--- config.mk ---
export PLATFORM = sky130hd
export DESIGN_NAME = tlc_param
export DESIGN_NICKNAME = d
export VERILOG_FILES = /design/src/rtl/tlc_param.sv
export SDC_FILE = /design/constraint.sdc
export NUM_CORES = 1
export LEC_CHECK = 0
export BUFFER_PORTS_ARGS = -buffer_cell sky130_fd_sc_hd__buf_2
export CORE_ASPECT_RATIO = 0.5
export CORE_MARGIN = 8
export CORE_UTILIZATION = 51
export DETAILED_ROUTE_END_ITERATION = 6
export GPL_ROUTABILITY_DRIVEN = 0
export HOLD_SLACK_MARGIN = 0.06
export PLACE_DENSITY = 0.78
export SLEW_MARGIN = 30
export SYNTH_ARGS = -nofsm -noshare
export SYNTH_HDL_FRONTEND = slang
export SYNTH_SLANG_ARGS = --single-unit
--- constraint.sdc ---
create_clock -name clk -period 2.23 [get_ports clk]
set_clock_uncertainty 0.2 [all_clocks]
set_input_delay 0.223 -clock clk [delete_from_list [all_inputs] [get_ports clk]]
set_output_delay 0.223 -clock clk [all_outputs]
set_load 0.005 [all_outputs]
--- src/rtl/tlc_param.sv ---
// Parametrised two-road traffic light controller: main road with left-turn arrow,
// side road with pedestrian walk, night flashing mode. Moore outputs, registered.
module tlc_param #(
  parameter int TW         = 8,
  parameter int MIN_GREEN  = 6,
  parameter int YELLOW     = 2,
  parameter int ARROW      = 3,
  parameter int SIDE_GREEN = 4,
  parameter int ALL_RED    = 1
) (
  input  logic       clk,
  input  logic       clr,
  input  logic       SD,
  input  logic       MD,
  input  logic       PB,
  input  logic       FLASH,
  output logic       MR,
  output logic       MY,
  output logic       MG,
  output logic       MA,
  output logic       SR,
  output logic       SY,
  output logic       SG,
  output logic       WALK,
  output logic [3:0] STATE
);

  localparam int TMAX = (1 << TW) - 1;

  if (MIN_GREEN < 1 || MIN_GREEN > TMAX || YELLOW < 1 || YELLOW > TMAX ||
      ARROW < 1 || ARROW > TMAX || SIDE_GREEN < 1 || SIDE_GREEN > TMAX ||
      ALL_RED < 1 || ALL_RED > TMAX) begin : g_bad_param
    $error("tlc_param: every duration parameter must be in 1..2^TW-1");
  end

  // A phase of duration D ends on the edge where the dwell timer reads D-1.
  localparam logic [TW-1:0] MG_LAST = TW'(MIN_GREEN - 1);
  localparam logic [TW-1:0] Y_LAST  = TW'(YELLOW - 1);
  localparam logic [TW-1:0] A_LAST  = TW'(ARROW - 1);
  localparam logic [TW-1:0] SG_LAST = TW'(SIDE_GREEN - 1);
  localparam logic [TW-1:0] AR_LAST = TW'(ALL_RED - 1);

  typedef enum logic [3:0] {
    S_MAIN_GREEN  = 4'd0,
    S_MAIN_YELLOW = 4'd1,
    S_ARROW       = 4'd2,
    S_SIDE_GREEN  = 4'd3,
    S_SIDE_YELLOW = 4'd4,
    S_ALL_RED     = 4'd5,
    S_FLASHING    = 4'd8
  } state_t;

  state_t          state, state_nxt;
  logic [TW-1:0]   tmr;
  logic            sd_req, md_req, pb_req;
  logic            walk_act, walk_nxt;
  logic            blink, blink_nxt;
  logic [7:0]      lamp_q, lamp_nxt;
  logic            enter_s2, enter_s3, side_busy;

  always_comb begin
    state_nxt = state;
    case (state)
      S_MAIN_GREEN: begin
        if (FLASH)
          state_nxt = S_FLASHING;
        else if (tmr >= MG_LAST && (sd_req || md_req || pb_req))
          state_nxt = S_MAIN_YELLOW;
      end
      S_MAIN_YELLOW: if (tmr == Y_LAST)  state_nxt = md_req ? S_ARROW : S_SIDE_GREEN;
      S_ARROW:       if (tmr == A_LAST)  state_nxt = (sd_req || pb_req) ? S_SIDE_GREEN : S_MAIN_GREEN;
      S_SIDE_GREEN:  if (tmr == SG_LAST) state_nxt = S_SIDE_YELLOW;
      S_SIDE_YELLOW: if (tmr == Y_LAST)  state_nxt = S_ALL_RED;
      S_ALL_RED:     if (tmr == AR_LAST) state_nxt = S_MAIN_GREEN;
      S_FLASHING:    if (!FLASH)         state_nxt = S_ALL_RED;
      default:       state_nxt = S_MAIN_GREEN;
    endcase
  end

  assign enter_s2  = (state_nxt == S_ARROW) && (state != S_ARROW);
  assign enter_s3  = (state_nxt == S_SIDE_GREEN) && (state != S_SIDE_GREEN);
  assign side_busy = (state == S_SIDE_GREEN) || (state == S_SIDE_YELLOW);

  // Walk and blink are computed ahead so the lamp register lines up with the state register.
  always_comb begin
    walk_nxt = walk_act;
    if (enter_s3)
      walk_nxt = pb_req;
    else if (state_nxt != S_SIDE_GREEN)
      walk_nxt = 1'b0;

    blink_nxt = 1'b0;
    if (state_nxt == S_FLASHING)
      blink_nxt = (state == S_FLASHING) ? ~blink : 1'b1;
  end

  // Lamp order: MR MY MG MA SR SY SG WALK
  always_comb begin
    lamp_nxt = 8'b0000_0000;
    case (state_nxt)
      S_MAIN_GREEN:  lamp_nxt = 8'b0010_1000;
      S_MAIN_YELLOW: lamp_nxt = 8'b0100_1000;
      S_ARROW:       lamp_nxt = 8'b1001_1000;
      S_SIDE_GREEN:  lamp_nxt = {7'b1000_001, walk_nxt};
      S_SIDE_YELLOW: lamp_nxt = 8'b1000_0100;
      S_ALL_RED:     lamp_nxt = 8'b1000_1000;
      S_FLASHING:    lamp_nxt = {1'b0, blink_nxt, 2'b00, blink_nxt, 3'b000};
      default:       lamp_nxt = 8'b1000_1000;
    endcase
  end

  // A clear on entering the serving phase wins over a same-edge request.
  always_ff @(posedge clk or posedge clr) begin
    if (clr) begin
      state    <= S_MAIN_GREEN;
      tmr      <= '0;
      sd_req   <= 1'b0;
      md_req   <= 1'b0;
      pb_req   <= 1'b0;
      walk_act <= 1'b0;
      blink    <= 1'b0;
      lamp_q   <= 8'b0010_1000;
    end else begin
      state <= state_nxt;
      if (state_nxt != state)
        tmr <= '0;
      else if (tmr != '1)
        tmr <= tmr + TW'(1);

      if (enter_s3)
        sd_req <= 1'b0;
      else if (SD && !side_busy)
        sd_req <= 1'b1;

      if (enter_s3)
        pb_req <= 1'b0;
      else if (PB && !side_busy)
        pb_req <= 1'b1;

      if (enter_s2)
        md_req <= 1'b0;
      else if (MD && state != S_ARROW)
        md_req <= 1'b1;

      walk_act <= walk_nxt;
      blink    <= blink_nxt;
      lamp_q   <= lamp_nxt;
    end
  end

  assign {MR, MY, MG, MA, SR, SY, SG, WALK} = lamp_q;
  assign STATE = state;

endmodule

==> metrics.cfg <==
[logic_synthesis]
synth-edff-count=0
async_reset_ff_share_pct=100
synth_largest_area_cell=dfrtp_1
synth_area_leaders=dfrtp_1 39%, nand2_1 3.8%, nor3_1 3.7%
synth_cells=152
yosys_warnings=0
yosysSeqAreaShare_pct=42.3
synth_area_um2=1480
synth_nets=162
synth-seq-cells=25
synth.lib_cells_used.distinct=47
synth_flop_cell=dfrtp_1
synth.avg_cell_area_um2=9.76
yosys.area.top_type_share_pct=38.8

[cts]
clk_latency_ps=280
cts_tree=yes
cts_root_buf=clkbuf_8
path_clk_slew_ps=90
clk_path_buf_depth=2
numCtsBuffers=3
htreeDepth=1
clock_sink_count=25

[die]
die_width_um=92.3
die_y_um=54.1
num_rows=13
initial_core_util_pct=55.3
die_area_um2=5000
ios=18
core-area_um2=2680

[timing]
slew_viol_final=0
finalHoldViolCount=0
rsz0062_at_grt=true
fin_crit_sh_pct=99.5
setup_viol=0
worst_slew_pin_slew_ps=659
maxSlewHeadroom_pct=56.0
finalCriticalPeriod_ps=2220
fmax_ghz=0.451

[layout]
fillers=199
diodes=0
area_growth_pct=29.2
register_area_um2=631
fin_cells=233
multi_input_area_um2=836
final_util_pct=71.4
final_cell_mix=21 x dfrtp_1, 21 x buf_4, 18 x buf_2
nNetsFinal=207
final_layout_size_suffix_gt1_share_pct=41.8

[critical_path]
worstPathRequired_ps=2220
cp-end-kind=flop
startpoint_type=flop
path_cells=or4b_4 > a41oi_1 > a31o_2 > nor2_4 > a21o_4 > nor4b_2
slowest_stage=or4b_4
crit_family=simple AND/OR/NAND/NOR gates
worstPathArrival_ps=2210
cpPeakStageDelay_ps=590
critPathKind=flop to flop
cp.buffers_inverters=0
path_max_fanout=8

[flow_run]
cap_violations=0

[global_routing]
grt_pass1_vias=1250
grt_pass1_wl_um=5780
antenna_found_initial=0
grtUsageTotal_pct=14.7
grt_start_max_net_pins=19
grt.overflow.total=0

[outcome]
outcome=finished, final reports clean

[route]
vias=1331
drtIter0Drc=160
ant_nets=0
vias_per_cell=5.71
drcViolationCount=0
post_drt_wl_per_cell_um=15.9
finalWirelength_um=3710
drt_pass1_iterations=4

[worst_hold_path]
min_path_type=primary input to flop

[placement]
hpwl_um=2510
dp_cells=217
portBuffers=17

[power]
ir_worst_vdd_mv=0.523
pwr_density_cell_nw_per_um2=1080
p_leak_uw=0.000887

-- flip-flops by register name, indices dropped and copies added, names as in the netlist --
register / cells
sd_req: 1
tmr: 8
lamp_q: 8
walk_act: 1
STATE: 4
pb_req: 1
md_req: 1
blink: 1
-- stage by stage --
step	hold WS, ps	setup WS, ps	cell area (um^2)	power [uW]	TNS, ps
after floorplan	48.8	15.3	1480	1310	0
after global placement	148	50.2	1680	1580	0
after detailed placement	162	-61.1	1680	1590	-353
after CTS	184	2.70	1810	1890	0
after global routing	215	-114	1920	2210	-721
final	206	10.3	1920	2060	0
-- power breakdown --
group | total, uW | switching [uW] | internal [uW]
combinational | 1120 | 639 | 477
sequential | 664 | 87.2 | 577
clock | 283 | 156 | 127
total | 2060 | 883 | 1180
-- cell families (layout without fill, tap and decap cells) --
kind of cell               count (synthesis)  after routing  synth area share, %
AOI/OAI and AO/OA                         35             35                 17.5
adders and majority gates                  4              4                 3.37
and+or+nand+nor                           68             68                 27.1
DFF                                       25             25                 42.3
xor gates and xnor gates                   2              2                 2.45
muxes                                      1              1                0.675
buffers and inverters                     17             61                 6.58
-- final cells by class --
class	count	share of cell area, %
Timing Repair Buffer	45	16.2
Tap cell	37	2.42
Clock buffer	3	2.15
Multi-Input combinational cell	110	43.6
Clock inverter	1	0.392
Inverter	12	2.35
Sequential cell	25	32.9
-- synth_stat cells (all sizes together) (4+ instances only) --
library cell / number
a211oi: 4
a21o: 4
a21oi: 5
dfrtp: 23
o21ai: 6
nor3: 11
nor2: 15
ha: 4
inv: 12
nand2: 15
buf: 4
nand3: 7
-- layer usage --
layer | GRT usage, % | vias to the layer above | part of all wire [%]
li1 | - | 639 | -
met1 | 17.5 | 654 | 47
met2 | 25.3 | 36 | 47
met3 | 4.43 | 2 | 5.2
met4 | 6.07 | 0 | 0.81
met5 | 0 | - | 0
-- worst register-to-register path, cell delays in order (launching register included) --
cell and delay [ps]:
dfrtp_2 450, or4b_4 590, a41oi_1 190, a31o_2 170, nor2_4 60, a21o_4 240
nor4b_2 230
-- what timing repair did --
action	in CTS	in global routing
buffers inserted	3	4
hold buffers	4	0
cloned	0	1
hold endpoints to repair	18	0
gates resized for setup	3	20
pin swaps	2	5
setup endpoints to repair	8	12
-- path summary, 6_finish.rpt --
| path | start | endpoint | slack (ps) | cells past startpoint |
|---|---|---|---|---|
| max in group asynchronous | clr | tmr[7]$_DFFE_PP0P_ | 910 | 4 |
| min in group asynchronous | clr | sd_req$_DFFE_PP0P_ | 360 | 3 |
| setup / recovery | STATE[3]$_DFF_PP0_ | tmr[7]$_DFFE_PP0P_ | 10 | 6 |
| hold / removal | FLASH | STATE[3]$_DFF_PP0_ | 210 | 3 |
| setup reg to reg | STATE[3]$_DFF_PP0_ | tmr[7]$_DFFE_PP0P_ | 10 | 6 |
| hold reg to reg | blink$_DFF_PP0_ | blink$_DFF_PP0_ | 380 | 3 |
(Power assumes the default switching activity.)
